[src/rtl/acc_pkg.sv]
// Shared types and constants for the word_accum_rx block-sum receiver.
package acc_pkg;

    // Word width of the incoming stream.
    localparam int DW = 8;

    // Width of the per-block word counter; COUNT is limited to 255, so 8 bits hold it.
    localparam int CW = 8;

    // Default configuration: words per block and sum width.
    localparam int COUNT_DEF = 8;
    localparam int SW_DEF    = 12;

    // Block FSM: accept first word, accumulate the rest, present the sum.
    typedef enum logic [1:0] {
        ST_IDLE = 2'd0,
        ST_ACC  = 2'd1,
        ST_OUT  = 2'd2
    } state_t;

endpackage

[src/rtl/word_accum_rx_if.sv]
// Handshake bundle for word_accum_rx: word input stream and block-sum output stream.
// The sum signal is named do_sum because "do" is a reserved word.
interface word_accum_rx_if
    import acc_pkg::*;
#(
    parameter int SW = SW_DEF
);

    logic [DW-1:0] di;
    logic          di_valid;
    logic          di_ready;
    logic [SW-1:0] do_sum;
    logic          do_valid;
    logic          do_ready;
    logic          ovf;

    // Environment side: produces words, consumes block sums.
    modport master (
        output di, di_valid, do_ready,
        input  di_ready, do_sum, do_valid, ovf
    );

    // Accumulator side.
    modport slave (
        input  di, di_valid, do_ready,
        output di_ready, do_sum, do_valid, ovf
    );

endinterface

[src/rtl/acc_add.sv]
// SW+1-bit adder for the block accumulator: adds a zero-extended word to the
// running sum and reports the carry out of SW bits.
// With ACC_SAT_EN defined the result clamps to all-ones on carry; otherwise it wraps.
module acc_add
    import acc_pkg::*;
#(
    parameter int SW = SW_DEF
) (
    input  logic [SW-1:0] acc,
    input  logic [DW-1:0] di,
    output logic [SW-1:0] sum,
    output logic          carry
);

    logic [SW:0] full;

    // One extra bit captures the carry out of the SW-bit sum.
    always_comb begin
        full  = {1'b0, acc} + (SW + 1)'(di);
        carry = full[SW];
`ifdef ACC_SAT_EN
        sum   = carry ? '1 : full[SW-1:0];
`else
        sum   = full[SW-1:0];
`endif
    end

endmodule

[src/rtl/word_accum_rx.sv]
// Receive-side block accumulator: sums COUNT 8-bit words accepted over a
// valid/ready handshake and presents the registered sum plus a carry flag.
// Optional saturation of the sum is selected by the ACC_SAT_EN macro (see acc_add).
module word_accum_rx
    import acc_pkg::*;
#(
    parameter int COUNT = COUNT_DEF,
    parameter int SW    = SW_DEF
) (
    input  logic          clk,
    input  logic          res,
    word_accum_rx_if.slave bus
);

    localparam logic [CW-1:0] LAST_CNT = CW'(COUNT - 1);

    state_t        state;
    state_t        state_nx;
    logic [SW-1:0] acc;
    logic [CW-1:0] cnt;
    logic          ovf_r;
    logic [SW-1:0] add_sum;
    logic          add_carry;
    logic          in_xfer;
    logic          out_xfer;
    logic          last_word;

    assign in_xfer   = bus.di_valid && bus.di_ready;
    assign out_xfer  = bus.do_valid && bus.do_ready;
    assign last_word = (cnt == LAST_CNT);

    acc_add #(.SW(SW)) u_add (
        .acc   (acc),
        .di    (bus.di),
        .sum   (add_sum),
        .carry (add_carry)
    );

    // State register; asynchronous reset returns to IDLE and drops any partial block.
    // NOTE: clocked state uses non-blocking assignments so every flop samples pre-edge values.
    always_ff @(posedge clk or posedge res) begin
        if (res) state <= ST_IDLE;
        else     state <= state_nx;
    end

    // Next-state decode from the two handshakes.
    // NOTE: the default assignment up front keeps this block free of inferred latches.
    always_comb begin
        state_nx = state;
        unique case (state)
            ST_IDLE: if (in_xfer) state_nx = (COUNT == 1) ? ST_OUT : ST_ACC;
            ST_ACC:  if (in_xfer && last_word) state_nx = ST_OUT;
            ST_OUT:  if (out_xfer) state_nx = ST_IDLE;
            default: state_nx = ST_IDLE;
        endcase
    end

    // Input ready decoded from the registered state only.
    always_comb begin
        bus.di_ready = (state != ST_OUT);
    end

    // Accumulator, counter and registered output stage.
    always_ff @(posedge clk or posedge res) begin
        if (res) begin
            acc          <= '0;
            cnt          <= '0;
            ovf_r        <= 1'b0;
            bus.do_sum   <= '0;
            bus.ovf      <= 1'b0;
            bus.do_valid <= 1'b0;
        end else begin
            unique case (state)
                ST_IDLE: begin
                    if (in_xfer) begin
                        acc   <= SW'(bus.di);
                        cnt   <= CW'(1);
                        ovf_r <= 1'b0;
                        if (COUNT == 1) begin
                            bus.do_sum   <= SW'(bus.di);
                            bus.ovf      <= 1'b0;
                            bus.do_valid <= 1'b1;
                        end
                    end
                end
                ST_ACC: begin
                    if (in_xfer) begin
                        acc   <= add_sum;
                        ovf_r <= ovf_r | add_carry;
                        cnt   <= cnt + 1'b1;
                        if (last_word) begin
                            bus.do_sum   <= add_sum;
                            bus.ovf      <= ovf_r | add_carry;
                            bus.do_valid <= 1'b1;
                        end
                    end
                end
                ST_OUT: begin
                    if (out_xfer) bus.do_valid <= 1'b0;
                end
                default: ;
            endcase
        end
    end

endmodule

[src/flat_wrapper.sv]
// flat-port wrapper written by rule: the top's interface ports become plain ports
module word_accum_rx_flat import acc_pkg::*;
#(
    parameter int COUNT = COUNT_DEF,
    parameter int SW    = SW_DEF
)
  (clk, res, bus_di, bus_di_valid, bus_do_ready, bus_di_ready, bus_do_sum, bus_do_valid, bus_ovf);
  word_accum_rx_if #(.SW(SW)) bus_i ();
  input  logic clk;
  input  logic res;
  input wire logic [$bits(bus_i.di)-1:0] bus_di;
  input wire logic [$bits(bus_i.di_valid)-1:0] bus_di_valid;
  input wire logic [$bits(bus_i.do_ready)-1:0] bus_do_ready;
  output wire logic [$bits(bus_i.di_ready)-1:0] bus_di_ready;
  output wire logic [$bits(bus_i.do_sum)-1:0] bus_do_sum;
  output wire logic [$bits(bus_i.do_valid)-1:0] bus_do_valid;
  output wire logic [$bits(bus_i.ovf)-1:0] bus_ovf;
  assign bus_i.di = bus_di;
  assign bus_i.di_valid = bus_di_valid;
  assign bus_i.do_ready = bus_do_ready;
  assign bus_di_ready = bus_i.di_ready;
  assign bus_do_sum = bus_i.do_sum;
  assign bus_do_valid = bus_i.do_valid;
  assign bus_ovf = bus_i.ovf;
  word_accum_rx #(.COUNT(COUNT), .SW(SW)) u_core (.clk(clk), .res(res), .bus(bus_i));
endmodule
[config.mk]
export PLATFORM = sky130hd
export DESIGN_NAME = word_accum_rx_flat
export DESIGN_NICKNAME = d
export VERILOG_FILES = /design/src/rtl/acc_pkg.sv /design/src/rtl/word_accum_rx_if.sv /design/src/rtl/acc_add.sv /design/src/rtl/word_accum_rx.sv /design/src/flat_wrapper.sv
export SDC_FILE = /design/constraint.sdc
export NUM_CORES = 1
export LEC_CHECK = 0
export CORE_MARGIN = 3
export CORE_UTILIZATION = 56
export CTS_BUF_LIST = sky130_fd_sc_hd__clkbuf_16
export CTS_CLUSTER_DIAMETER = 50
export DETAILED_ROUTE_END_ITERATION = 12
export PLACE_DENSITY = 0.81
export SLEW_MARGIN = 20
export SYNTH_ARGS = -nofsm -noshare
export SYNTH_HDL_FRONTEND = slang
export SYNTH_SLANG_ARGS = --single-unit
[constraint.sdc]
create_clock -name clk -period 3.1 [get_ports clk]
set_clock_uncertainty 0.15 [all_clocks]
set_input_delay 0.62 -clock clk [delete_from_list [all_inputs] [get_ports clk]]
set_output_delay 0.62 -clock clk [all_outputs]
set_load 0.01 [all_outputs]
==> flow_summary.json <==
{
  "clock_latency_ps": 280,
  "grt-ovfl-total": 0,
  "dp.cells": 292,
  "postRouteAntennaNets": 0,
  "holdCritStartpoint": "u_core.bus.do_sum[6]",
  "endpoint": "u_core.acc[10]",
  "grt_pass1_vias": 1601,
  "worst_slew_pin_slew_ps": 510,
  "ys_top_cells_by_area": "dfrtp_1 (45%), nand2_1 (6.5%), ha_1 (5.4%), o21ai_0 (4.8%), a21oi_1 (3.9%)",
  "p_leak_uw": 0.00114,
  "critPathRequiredTime_ps": 3150,
  "routedWlPerCell_um": 14.3,
  "clk_pin_slew_ps": 60,
  "avgViaCountPerCell": 5.70,
  "yosysWarnings": 0,
  "cts_tree": "done",
  "p_per_area_nw_per_um2": 1010,
  "htreeDepth": 2,
  "routabilityCongestion": 0.825,
  "ys_seq_area_frac": 0.446,
  "synth_top_area_share": 0.446,
  "clock_sinks": 37,
  "start_kind": "primary input",
  "synth_area_per_cell_um2": 9.44,
  "critPathArrivalTime_ps": 2810,
  "dr.pass1.iters": 4,
  "totalPowerFinal_uw": 2630,
  "layout-drive-gt1-share": 0.110,
  "path_class": "primary input to flip-flop",
  "cts_resized": 0,
  "rr_startpoint": "u_core.acc[0]",
  "timing.fmax_mhz": 362,
  "setup_tns_ps": 0,
  "portBuffers": 26,
  "outcome": "completed",
  "ioPinCount": 27,
  "cts_buffers": 5,
  "min_period_ps": 2770,
  "r2r_end": "u_core.acc[10]",
  "maxSlewViolCount": 0,
  "postCtsSetupBuffers": 0,
  "hpwl_um": 3020,
  "critPathCaptureType": "flip-flop",
  "path_max_fanout": 3,
  "ys_async_sr_fraction": 1.00,
  "antenna_cells": 0,
  "fin_crit_sh": 0.892,
  "cap_violations": 0,
  "antenna_found_initial": 0,
  "drt_wl_total_um": 4280,
  "drt_iter0_drc": 65,
  "startpoint": "bus_di[0]",
  "holdBufCountCts": 0,
  "hold_viol_final": 0,
  "syn_inst": 220,
  "syn_to_final_growth_pct": 25.0,
  "drc": 0,
  "place_ws_ps": 99.7,
  "slew_headroom": 0.659,
  "final-setup-viol-count": 0,
  "fin_cells": 300,
  "die_w_um": 66.9,
  "grt_pass1_wl_um": 7150,
  "initial_core_util": 0.603,
  "rows": 21,
  "hold_class": "flip-flop to flip-flop",
  "fp.dieH_um": 66.9,
  "yosysTopAreaCell": "dfrtp_1",
  "yosys_most_used_dff": "dfrtp_1",
  "reg2reg_depth": 8,
  "design.die.area_um2": 4470,
  "synthDistinctLibCells": 39,
  "core_um2": 3440,
  "synth_edf_count": 0,
  "vias": 1711,
  "r2r_slack_ps": 820,
  "root_buffer": "clkbuf_16",
  "fin_ws_ps": 334,
  "peakVddDrop_mv": 0.509,
  "grt_max_degree": 38,
  "grt_setup_unrepaired": "no",
  "synth-seq-cells": 37,
  "fin_nets": 275,
  "groute.usage.overall": 0.211,
  "cts_buffer_depth": 2,
  "syn-cell-area_um2": 2080,
  "synth_nets": 242
}
metrics by stage:
step / area, um^2 / hold slack, ps / util
3_3_place_gp: 2400 / 309 / 0.699
4_1_cts: 2590 / 328 / 0.754
3_5_place_dp: 2400 / 316 / 0.699
2_1_floorplan: 2080 / 304 / -
6_report: 2590 / 325 / 0.754
5_1_grt: 2590 / 338 / 0.754
cell usage after synthesis (2+ instances only):
master / number
nand2b_1: 3
ha_1: 9
o21ai_0: 20
inv_1: 9
a22oi_1: 5
nand2_1: 36
a21oi_1: 16
nand3_1: 4
a211oi_1: 3
mux2i_1: 4
clkbuf_1: 5
nor3_1: 4
o211ai_1: 3
nand3b_1: 2
o21ai_1: 5
o31ai_1: 2
buf_6: 2
nor2_1: 12
dfrtp_1: 37
xnor2_1: 4
o21ai_2: 7
and3_1: 2
xor2_1: 8
nor2b_1: 3
metal layers:
layer  routed length, um  global-route usage  part of all wire
met5                   0                   0                 0
met2                1870               0.330              0.44
met1                2070               0.285              0.48
met3                 253              0.0422             0.059
met4                  79              0.0861             0.018
sequential cells by signal, summed over array words and instances, names as in the netlist:
register / cells
u_core.bus.ovf: 1
u_core.state: 2
u_core.ovf_r: 1
u_core.bus.do_valid: 1
u_core.bus.do_sum: 12
u_core.acc: 12
u_core.cnt: 8
how the worst min path moves through the flow:
stage,end,slack [ps],cells past startpoint
after CTS,u_core.bus.do_sum[6],330,2
after detailed placement,u_core.bus.do_sum[6],320,2
after global routing,u_core.bus.do_sum[6],340,2
final,u_core.bus.do_sum[6],320,2
after global placement,u_core.bus.do_sum[2],310,2
after floorplan,u_core.acc[0],300,2
power breakdown:
| part | internal [uW] | switching [uW] | total (uW) |
|---|---|---|---|
| Combinational | 533 | 613 | 1150 |
| Sequential | 680 | 155 | 835 |
| Clock | 459 | 190 | 649 |
| Total | 1670 | 958 | 2630 |
critical path, stage by stage:
cell,delay [ps]
clkdlybuf4s50_1,480
ha_1,210
inv_1,70
fa_1,390
nand2b_1,180
a21oi_1,180
o21ai_0,200
or3_1,390
o21ai_0,90
area by class of cell:
class                      count  area [um^2]
multi-input combinational    167         1070
clock inverter                 3         65.1
tap                           46         57.6
timing repair buffer          33          313
sequential                    37          926
clock buffer                   5          125
inverter                       9         33.8
fill                         262          847
layout by cell type (no fill, tap or decap), types with 5 or more instances in the layout:
master            n
clkbuf_16         5
dfrtp_1          37
a21oi_1          16
inv_1             9
xor2_1            8
o21ai_0          20
buf_4             7
ha_1              9
clkdlybuf4s50_1  26
a22oi_1           5
nand2_1          36
o21ai_1           5
o21ai_2           7
nor2_1           12
cell families after synthesis:
family	count (synthesis)	share of synthesized area
compound gates	66	0.199
xor+xnor	12	0.0506
fa+ha+maj	10	0.0639
buf+inv	16	0.0362
flops	37	0.446
mux	5	0.0265
simple gates	74	0.178
(Power assumes the default switching activity.)
